--- src/rtl/fp_pkg.sv ---
// Shared floating-point definitions for the adder datapath stages.
// Holds widths, the normalizer state encoding and the packed result word.
package fp_pkg;

  localparam int MANT_W  = 23;
  localparam int EXP_W   = 8;
  localparam int EXP_MAX = 2**EXP_W - 1;

  typedef enum logic [1:0] {
    IDLE = 2'd0,
    NORM = 2'd1,
    DONE = 2'd2
  } norm_state_t;

  typedef struct packed {
    logic              sign;
    logic [EXP_W-1:0]  exp;
    logic [MANT_W-1:0] frac;
  } fp_result_t;

endpackage

--- src/rtl/fp_exp_adj.sv ---
// Exponent increment/decrement with saturation at the all-ones (inf) code.
// Arithmetic runs one bit wider so the increment carry-out is visible.
module fp_exp_adj
  import fp_pkg::*;
#(
  parameter int EXP_W = fp_pkg::EXP_W
) (
  input  logic [EXP_W-1:0] i_exp,
  input  logic             i_inc,
  input  logic             i_dec,
  output logic [EXP_W-1:0] o_exp,
  output logic             o_hit_max,
  output logic             o_at_one
);

  localparam logic [EXP_W:0] LP_ONE = (EXP_W+1)'(1);
  localparam logic [EXP_W:0] LP_MAX = {1'b0, {EXP_W{1'b1}}};

  logic [EXP_W:0] w_wide;
  logic [EXP_W:0] w_next;

  assign w_wide = {1'b0, i_exp};

  always_comb begin
    // NOTE: default first so no latch is inferred on the untaken paths
    w_next = w_wide;
    if (i_inc) begin
      w_next = w_wide + LP_ONE;
    end else if (i_dec && (i_exp != '0)) begin
      w_next = w_wide - LP_ONE;
    end
  end

  assign o_hit_max = i_inc && (w_next >= LP_MAX);
  assign o_exp     = o_hit_max ? LP_MAX[EXP_W-1:0] : w_next[EXP_W-1:0];
  assign o_at_one  = (i_exp == LP_ONE[EXP_W-1:0]);

endmodule

--- src/rtl/fp_mant_normalizer.sv ---
// Post-add normalization: one right shift on carry, or iterative left shifts
// until the hidden bit is set or the exponent bottoms out as a denormal.
module fp_mant_normalizer
  import fp_pkg::*;
#(
  parameter int MANT_W = fp_pkg::MANT_W,
  parameter int EXP_W  = fp_pkg::EXP_W
) (
  input  logic              clk,
  input  logic              reset,
  input  logic              in_valid,
  output logic              in_ready,
  input  logic [MANT_W+1:0] in_mant,
  input  logic [EXP_W-1:0]  in_exp,
  input  logic              in_sign,
  output logic              out_valid,
  input  logic              out_ready,
  output logic [MANT_W-1:0] out_mant,
  output logic [EXP_W-1:0]  out_exp,
  output logic              out_sign,
  output logic              out_zero,
  output logic              out_uflow,
  output logic              out_oflow
);

  norm_state_t       r_state;
  logic [MANT_W:0]   r_mant;
  logic [EXP_W-1:0]  r_exp;
  logic              r_sign;
  logic              r_zero;
  logic              r_uflow;
  logic              r_oflow;
  logic              r_out_valid;

  logic [EXP_W-1:0]  w_adj_in;
  logic              w_inc;
  logic              w_dec;
  logic [EXP_W-1:0]  w_exp_next;
  logic              w_hit_max;
  logic              w_at_one;
  logic              w_carry;
  logic              w_mant_zero;

  assign w_carry     = in_mant[MANT_W+1];
  assign w_mant_zero = (in_mant == '0);

  // One adjuster serves both the accept-time increment and the NORM decrement.
  assign w_adj_in = (r_state == IDLE) ? in_exp : r_exp;
  assign w_inc    = (r_state == IDLE) && w_carry;
  assign w_dec    = (r_state == NORM) && !r_mant[MANT_W] && !w_at_one;

  fp_exp_adj #(.EXP_W(EXP_W)) u_exp_adj (
    .i_exp     (w_adj_in),
    .i_inc     (w_inc),
    .i_dec     (w_dec),
    .o_exp     (w_exp_next),
    .o_hit_max (w_hit_max),
    .o_at_one  (w_at_one)
  );

  // NOTE: non-blocking assignments so every branch sees pre-edge register values
  always_ff @(posedge clk) begin
    if (reset) begin
      r_state     <= IDLE;
      r_mant      <= '0;
      r_exp       <= '0;
      r_sign      <= 1'b0;
      r_zero      <= 1'b0;
      r_uflow     <= 1'b0;
      r_oflow     <= 1'b0;
      r_out_valid <= 1'b0;
    end else begin
      case (r_state)
        IDLE: begin
          if (in_valid) begin
            r_sign  <= in_sign;
            r_zero  <= 1'b0;
            r_uflow <= 1'b0;
            r_oflow <= 1'b0;
            if (w_mant_zero) begin
              r_mant  <= '0;
              r_exp   <= '0;
              r_zero  <= 1'b1;
              r_state <= DONE;
            end else if (w_carry) begin
              r_exp   <= w_exp_next;
              r_state <= DONE;
              if (w_hit_max) begin
                r_mant  <= {1'b1, {MANT_W{1'b0}}};
                r_oflow <= 1'b1;
              end else begin
                r_mant <= in_mant[MANT_W+1:1];
              end
            end else if (in_exp == '0) begin
              r_mant  <= in_mant[MANT_W:0];
              r_exp   <= '0;
              r_state <= DONE;
            end else begin
              r_mant  <= in_mant[MANT_W:0];
              r_exp   <= in_exp;
              r_state <= NORM;
            end
          end
        end
        NORM: begin
          if (r_mant[MANT_W]) begin
            r_state <= DONE;
          end else if (w_at_one) begin
            // Stop shifting: exponent 0 marks the denormal encoding.
            r_exp   <= '0;
            r_uflow <= 1'b1;
            r_state <= DONE;
          end else begin
            r_mant <= {r_mant[MANT_W-1:0], 1'b0};
            r_exp  <= w_exp_next;
          end
        end
        DONE: begin
          if (!r_out_valid) begin
            r_out_valid <= 1'b1;
          end else if (out_ready) begin
            r_out_valid <= 1'b0;
            r_state     <= IDLE;
          end
        end
        default: r_state <= IDLE;
      endcase
    end
  end

  assign in_ready  = (r_state == IDLE);
  assign out_valid = r_out_valid;
  assign out_mant  = r_mant[MANT_W-1:0];
  assign out_exp   = r_exp;
  assign out_sign  = r_sign;
  assign out_zero  = r_zero;
  assign out_uflow = r_uflow;
  assign out_oflow = r_oflow;

endmodule

--- config.mk ---
export PLATFORM = sky130hd
export DESIGN_NAME = fp_mant_normalizer
export DESIGN_NICKNAME = d
export VERILOG_FILES = /design/src/rtl/fp_pkg.sv /design/src/rtl/fp_exp_adj.sv /design/src/rtl/fp_mant_normalizer.sv
export SDC_FILE = /design/constraint.sdc
export NUM_CORES = 1
export LEC_CHECK = 0
export CAP_MARGIN = 20
export CORE_MARGIN = 2
export CORE_UTILIZATION = 50
export DETAILED_ROUTE_END_ITERATION = 8
export GPL_TIMING_DRIVEN = 0
export PLACE_DENSITY = 0.81
export SYNTH_ARGS = -nofsm -noshare
export SYNTH_HDL_FRONTEND = slang
export SYNTH_HIERARCHICAL = 1
export SYNTH_SLANG_ARGS = --single-unit
--- constraint.sdc ---
create_clock -name clk -period 5.4 [get_ports clk]
set_input_delay 1.08 -clock clk [delete_from_list [all_inputs] [get_ports clk]]
set_output_delay 1.08 -clock clk [all_outputs]
set_load 0.03 [all_outputs]
# After elaboration in Yosys (flattened, before gate mapping)
# Cells that the tools add are included.
dict set report word_totals {
  output_inout_bits 37
  ff_bits 39
  input_bits 38
}
dict set report op_classes {
  magnitude_cmp 1
  n_reduce_logical 18
  n_addsub 2
  mux 37
  eq_ne 10
}
# op n
set op_table {}
lappend op_table {{$mux W24} 5}
lappend op_table {{$mux W8} 8}
lappend op_table {{$pmux W24 S2} 1}
lappend op_table {{$logic_not A25 Y1} 1}
lappend op_table {{$mux W23} 1}
lappend op_table {{$mux W9} 2}
lappend op_table {{$mux W2} 8}
lappend op_table {{$pmux W8 S2} 1}
lappend op_table {{$ne A2 B2 Y1 const B} 6}
lappend op_table {{$reduce_and A4 Y1} 3}
lappend op_table {{$add A8 B1 Y9 const B} 1}
lappend op_table {{$ge A9 B8 Y1 const B} 1}
lappend op_table {{$mux W1} 9}
lappend op_table {{$sub A8 B1 Y9 const B} 1}
lappend op_table {{$eq A8 B1 Y1 const B} 1}
lappend op_table {{$logic_not A8 Y1} 1}
lappend op_table {{$reduce_bool A8 Y1} 1}
lappend op_table {{$pmux W2 S3} 1}
lappend op_table {{$logic_and A1 B1 Y1} 5}
lappend op_table {{$reduce_and A2 Y1} 2}
lappend op_table {{$ne A3 B3 Y1 const B} 1}
lappend op_table {{$reduce_and A3 Y1} 1}
lappend op_table {{$eq A2 B1 Y1 const B} 1}
lappend op_table {{$eq A2 B2 Y1 const B} 1}
lappend op_table {{4 further kinds} 5}

# Depth between registers and ports, before layout
# Gate-level depths: netlist of run 1.
dict set report depth {
  depth_word 15
  mapped_depth 18
  depth_no_buf 15
}

# Cells and area by module
# Netlist of run 1, hierarchy kept.
# module cells_each area_per_inst_um2 n_inst seq_area_each_um2
set by_module_without_submodules {}
lappend by_module_without_submodules {fp_mant_normalizer 303 2513.7 1 780.7}
lappend by_module_without_submodules {fp_exp_adj 66 445.4 1 0.0}

# Worst setup path before layout of run 1
# No wires, ideal clock.
dict set report synth_timing {
  path_type {reg-to-reg}
  from {reg r_state[1]}
  to {reg r_mant[1]}
  arrival_ns 4.872
  synth_period_minus_slack_ns 5.000
  setup_time_ns 0.128
  path_buffers 3
  stages_incl_launch_ff 18
  setup_slack_ns 0.400
  t_required_ns 5.272
  cell_sequence {dfxtp_1 -> buf_2 -> nor2_1 -> mux2_2 -> ha_1 -> and3_1 -> nor4b_4 -> clkbuf_1 -> nor4b_2 -> nand2_1 -> o41ai_1 -> a21oi_1 -> o41ai_2 -> clkbuf_1 -> nand3b_1 -> a21oi_1 -> a221oi_1 -> nor2_1}
}
dict set report synth_between {
  elab_chain_cells 15
  elab_cells_between_ends 26
}
# item line
set synth_lines {}
lappend synth_lines {{from (decl)} fp_mant_normalizer.sv:26} ;# norm_state_t r_state;
lappend synth_lines {{from (signal assigned)} fp_mant_normalizer.sv:64} ;# r_state <= IDLE;
lappend synth_lines {{from (signal assigned)} fp_mant_normalizer.sv:84} ;# r_state <= DONE;
lappend synth_lines {{from (signal assigned)} fp_mant_normalizer.sv:87} ;# r_state <= DONE;
lappend synth_lines {{$logic_not A2 Y1} --}
lappend synth_lines {{via in_ready} fp_mant_normalizer.sv:12} ;# output logic in_ready,
lappend synth_lines {{$mux W8} fp_mant_normalizer.sv:48} ;# assign w_adj_in = (r_state == IDLE) ? in_exp : r_exp;
lappend synth_lines {{via w_adj_in[0]} fp_mant_normalizer.sv:35} ;# logic [EXP_W-1:0] w_adj_in;
lappend synth_lines {{$eq A8 B1 Y1} fp_exp_adj.sv:36} ;# assign o_at_one = (i_exp == LP_ONE[EXP_W-1:0]);
lappend synth_lines {{via w_at_one} fp_mant_normalizer.sv:40} ;# logic w_at_one;
lappend synth_lines {{$logic_not A1 Y1} fp_mant_normalizer.sv:50} ;# assign w_dec = (r_state == NORM) && !r_mant[MANT_W] && !w_at_one;
lappend synth_lines {{$logic_and A1 B1 Y1} fp_mant_normalizer.sv:50}
lappend synth_lines {{via w_dec} fp_mant_normalizer.sv:37} ;# logic w_dec;
lappend synth_lines {{[... 3 more ...]} --}
lappend synth_lines {{$ge A9 B8 Y1} fp_exp_adj.sv:34} ;# assign o_hit_max = i_inc && (w_next >= LP_MAX);
lappend synth_lines {{$logic_and A1 B1 Y1} fp_exp_adj.sv:34}
lappend synth_lines {{via w_hit_max} fp_mant_normalizer.sv:39} ;# logic w_hit_max;
lappend synth_lines {{$mux W23} fp_mant_normalizer.sv:88} ;# if (w_hit_max) begin
lappend synth_lines {{$mux W24} fp_mant_normalizer.sv:85} ;# end else if (w_carry) begin
lappend synth_lines {{$mux W24} fp_mant_normalizer.sv:80} ;# if (w_mant_zero) begin
lappend synth_lines {{$mux W24} fp_mant_normalizer.sv:75} ;# if (in_valid) begin
lappend synth_lines {{$pmux W24 S2} fp_mant_normalizer.sv:73} ;# case (r_state)
lappend synth_lines {{to (signal assigned)} fp_mant_normalizer.sv:89} ;# r_mant <= {1'b1, {MANT_W{1'b0}}};
lappend synth_lines {{to (signal assigned)} fp_mant_normalizer.sv:92} ;# r_mant <= in_mant[MANT_W+1:1];
lappend synth_lines {{to (signal assigned)} fp_mant_normalizer.sv:95} ;# r_mant <= in_mant[MANT_W:0];
lappend synth_lines {{to (decl)} fp_mant_normalizer.sv:27} ;# logic [MANT_W:0] r_mant;
# The timed path passes the listed nets, and every way through them passes these cells. The select of a mux whose other input is x is not followed.
# A chain may end at the register's enable or synchronous reset.

# Final worst setup path of run 1
dict set report layout_timing {
  from {in in_exp[1]}
  to {reg r_mant[9]}
}
dict set report layout_between {
  elab_chain_cells 14
  elab_cells_between_ends 19
}
# item line
set layout_lines {}
lappend layout_lines {{from (decl)} fp_mant_normalizer.sv:14} ;# input logic [EXP_W-1:0] in_exp,
lappend layout_lines {{$mux W8} fp_mant_normalizer.sv:48}
lappend layout_lines {{via w_adj_in[1]} fp_mant_normalizer.sv:35}
lappend layout_lines {{$eq A8 B1 Y1} fp_exp_adj.sv:36}
lappend layout_lines {{via w_at_one} fp_mant_normalizer.sv:40}
lappend layout_lines {{$logic_not A1 Y1} fp_mant_normalizer.sv:50}
lappend layout_lines {{$logic_and A1 B1 Y1} fp_mant_normalizer.sv:50}
lappend layout_lines {{via w_dec} fp_mant_normalizer.sv:37}
lappend layout_lines {{$logic_and A1 B1 Y1} fp_exp_adj.sv:29} ;# end else if (i_dec && (i_exp != '0)) begin
lappend layout_lines {{[... 2 more ...]} --}
lappend layout_lines {{$ge A9 B8 Y1} fp_exp_adj.sv:34}
lappend layout_lines {{$logic_and A1 B1 Y1} fp_exp_adj.sv:34}
lappend layout_lines {{via w_hit_max} fp_mant_normalizer.sv:39}
lappend layout_lines {{$mux W23} fp_mant_normalizer.sv:88}
lappend layout_lines {{$mux W24} fp_mant_normalizer.sv:85}
lappend layout_lines {{$mux W24} fp_mant_normalizer.sv:80}
lappend layout_lines {{$mux W24} fp_mant_normalizer.sv:75}
lappend layout_lines {{$pmux W24 S2} fp_mant_normalizer.sv:73}
# The timed path passes the listed nets, and every way through them passes these cells. The select of a mux whose other input is x is not followed.

==> impl_metrics.py, run 1 <==
metrics = {
    "power": {
        "combPwrFrac_pct": 51.7,
        "ir_worst_vdd_uv": 186,
        "cellPowerDensity_mw_per_mm2": 306,
        "p_leak_nw": 1.48,
        "clkPwrFrac_pct": 17.0,
        "switchingPower_mw": 0.513,
        "p_int_mw": 0.689,
        "power.share.switching_pct": 42.7,
        "pwr-share-seq_pct": 31.3,
    },
    "synthesis": {
        "yosys.cell_types.count": 60,
        "seq_area_frac_synth_pct": 26.4,
        "syn_avg_cell_area_um2": 8.02,
        "ys_seq_elements": 39,
        "netlist_area_mm2": 0.00296,
        "syn_inst": 369,
        "synth_edf_count": 0,
        "ys.flop_type": "dfxtp_1",
        "synthArstFlopShare_pct": 0,
        "synth_nets": 410,
        "ys_warn_count": 6,
    },
    "min_path": {
        "holdPathEnd": "out_sign",
        "min_path_type": "reg2reg",
        "min-delay-start": "out_sign",
        "whs_path_depth": 2,
    },
    "timing": {
        "final_max_slew_viol_count": 0,
        "fin_crit_ns": 5.15,
        "worst_pin_slew_ns": 0.723,
        "hold_viol": 0,
        "skew_ns": 0.00682,
        "max_freq_ghz": 0.194,
        "slew_headroom_pct": 51.6,
        "setup_viol": 0,
        "min_period_over_period_pct": 95.4,
    },
    "layout": {
        "regArea_um2": 781,
        "antennaDiodeCount": 0,
        "final_common_cell": "clkdlybuf4s50_1",
        "mostFrequentLayoutCells": "74 x clkdlybuf4s50_1, 39 x dfxtp_1, 33 x a21oi_1",
        "nets": 493,
        "drive_gt1_share_pct": 14.1,
        "multi_input_area_mm2": 0.00188,
        "design_area_mm2": 0.00392,
        "final_core_util_pct": 67.4,
        "n_fill_cell": 506,
        "syn2layout_area_growth_pct": 32.6,
    },
    "drt": {
        "avgViaCountPerCell": 6.30,
        "drt_wl_total_um": 9430,
        "wl_per_cell_um": 17.9,
        "drt_iter0_markers": 330,
        "drc": 0,
        "ant_nets": 0,
        "firstDrtPassIters": 5,
        "vias": 3325,
    },
    "setup_path": {
        "start_kind": "primary input",
        "r2r_end": "r_mant[9]",
        "cp.arrival_ns": 5.32,
        "crit_path_end_kind": "flop",
        "cp_max_fo": 14,
        "rr_startpoint": "r_state[1]",
        "path_class": "in2reg",
        "reg2reg_depth": 17,
        "rrSetupSlack_ns": 0.43,
        "required_ns": 5.57,
    },
    "clock_network": {
        "root_buffer": "clkbuf_8",
        "clock_path_buffers": 2,
        "path_clk_slew_ns": 0.08,
        "clock_latency_ns": 0.30,
        "cts_hold_buf": 0,
        "cts-htree-levels": 2,
        "cts_tree": "yes",
        "cts_buffers": 5,
        "cts.sinks": 39,
    },
    "floorplan": {
        "coreArea_mm2": 0.00582,
        "row_count": 28,
        "die_w_um": 80.9,
        "dieArea_mm2": 0.00655,
        "initial_utilization_pct": 50.9,
        "ios": 75,
        "die_y_um": 80.9,
    },
    "flow_run": {
        "maxCapViolCount": 0,
    },
    "placement": {
        "place.gp.congestion": 0.932,
        "dp_hpwl_um": 6860,
        "io_buffers": 74,
        "dpl_cell_area_mm2": 0.00379,
    },
    "grt": {
        "grt_max_degree": 15,
        "grt_usage_pct": 29.1,
        "overflow": 0,
        "grt_pass1_wl_um": 15000,
        "grt_pass1_vias": 3167,
        "antenna_found_initial": 0,
    },
    "status": {
        "status": "completed",
    },
}
synth_stat cells, types with 3 or more instances:
library cell	n	area share, %
a22oi_1	9	2.3
a31oi_1	3	0.63
nor2b_1	10	2.1
nand3b_1	16	4.1
nand2_1	15	1.9
a21oi_1	33	5.6
o32ai_1	8	2.4
buf_4	23	5.8
o21ai_0	11	1.9
dfxtp_1	39	26
or3_1	3	0.63
nand3_1	7	1.2
ha_1	3	1.3
clkbuf_1	16	2.0
a221oi_1	13	3.8
nor4_1	7	1.5
inv_1	6	0.76
nand2b_1	17	3.6
mux2_2	8	3.0
mux2i_1	17	5.8
buf_2	7	1.2
nor3_1	11	1.9
o22ai_1	10	2.1
nor2_1	29	3.7
nand4_1	3	0.63
worst max path at each step:
stage | from | to | depth (start not counted)
finish | in_exp[1] | r_mant[9] | 17
global route | in_exp[1] | r_mant[11] | 17
CTS | in_exp[0] | r_mant[19] | 16
detailed placement | in_exp[0] | r_mant[4] | 16
global placement | in_exp[1] | r_mant[12] | 17
floorplan | r_state[1] | r_mant[1] | 17
power by group through the flow:
stage | Sequential, mW | Combinational [mW] | Clock (mW)
2_1_floorplan | 0.412 | 0.366 | 0
5_1_grt | 0.382 | 0.665 | 0.218
6_report | 0.377 | 0.621 | 0.204
3_3_place_gp | 0.380 | 0.592 | 0
4_1_cts | 0.375 | 0.612 | 0.206
3_5_place_dp | 0.381 | 0.602 | 0
per-layer routing:
layer	track usage, %	share of wire (%)	vias up
met5	0	0	-
met4	10.3	2.6	0
met3	3.78	7.8	24
met2	49.5	48	183
met1	37.6	42	1585
li1	-	-	1533
sequential cells by signal, summed over array words and instances, names as in the netlist:
register and flops:
out_oflow 1, out_uflow 1, r_state 2, out_zero 1, out_exp 8, out_sign 1
out_valid 1, r_mant 24
stage by stage:
step / setup TNS [ns] / hold WS, ns / power (mW) / cells / worst slack [ns]
6_report: 0 / 0.462 / 1.20 / 528 / 0.250
5_1_grt: -0.00575 / 0.514 / 1.26 / 528 / -0.00575
4_1_cts: 0 / 0.462 / 1.19 / 527 / 0.112
3_5_place_dp: -14.35 / 0.450 / 0.983 / 518 / -0.760
3_3_place_gp: -13.81 / 0.447 / 0.973 / 518 / -0.732
2_1_floorplan: 0 / 0.479 / 0.778 / 369 / 0.400
layout make-up:
type | count | area share (%)
Tap cell | 75 | 2.39
Buffer | 51 | 7.88
Inverter | 6 | 0.574
Clock inverter | 2 | 0.319
Sequential cell | 39 | 19.9
Clock buffer | 6 | 1.85
Timing Repair Buffer | 76 | 19.3
Multi-Input combinational cell | 273 | 47.8
cell families after synthesis:
family                     count (synthesis)  synth area share (%)
adders and majority gates                  3                  1.27
xor gates and xnor gates                   3                 0.888
AOI/OAI and AO/OA                        107                  25.0
and+or+nand+nor                          135                  26.6
muxes                                     25                  8.79
buffers and inverters                     57                  11.0
DFF                                       39                  26.4
what timing repair did:
item / 4_1_cts / 5_1_grt
setup endpoints to repair: 22 / 14
pin swaps: 1 / 1
buffers inserted: 1 / 1
gates resized for setup: 5 / 3
worst max-delay path, cell delays in order:
cell and delay [ns]:
clkdlybuf4s50_1 0.53, mux2_2 0.27, inv_1 0.09, ha_1 0.17
and3_1 0.24, nor4b_4 0.34, clkbuf_4 0.30, nand3b_1 0.20
or4_1 0.44, a21oi_1 0.17, a31oi_1 0.11, o41ai_4 0.54
clkbuf_2 0.29, nand3b_1 0.13, a21oi_1 0.08, a221oi_1 0.25
nor2_1 0.07
No activity file was read; power rests on OpenSTA's default activity.
==> run 2: changes to the inputs <==
--- a/config.mk
+++ b/config.mk
@@ -5,7 +5,7 @@
 export SDC_FILE = /design/constraint.sdc
 export NUM_CORES = 1
 export LEC_CHECK = 0
-export CAP_MARGIN = 20
+export CAP_MARGIN = 0
 export CORE_MARGIN = 2
 export CORE_UTILIZATION = 50
 export DETAILED_ROUTE_END_ITERATION = 8
==> results of run 2 <==
Final layout, timing and power as in run 1 (identical DEF).
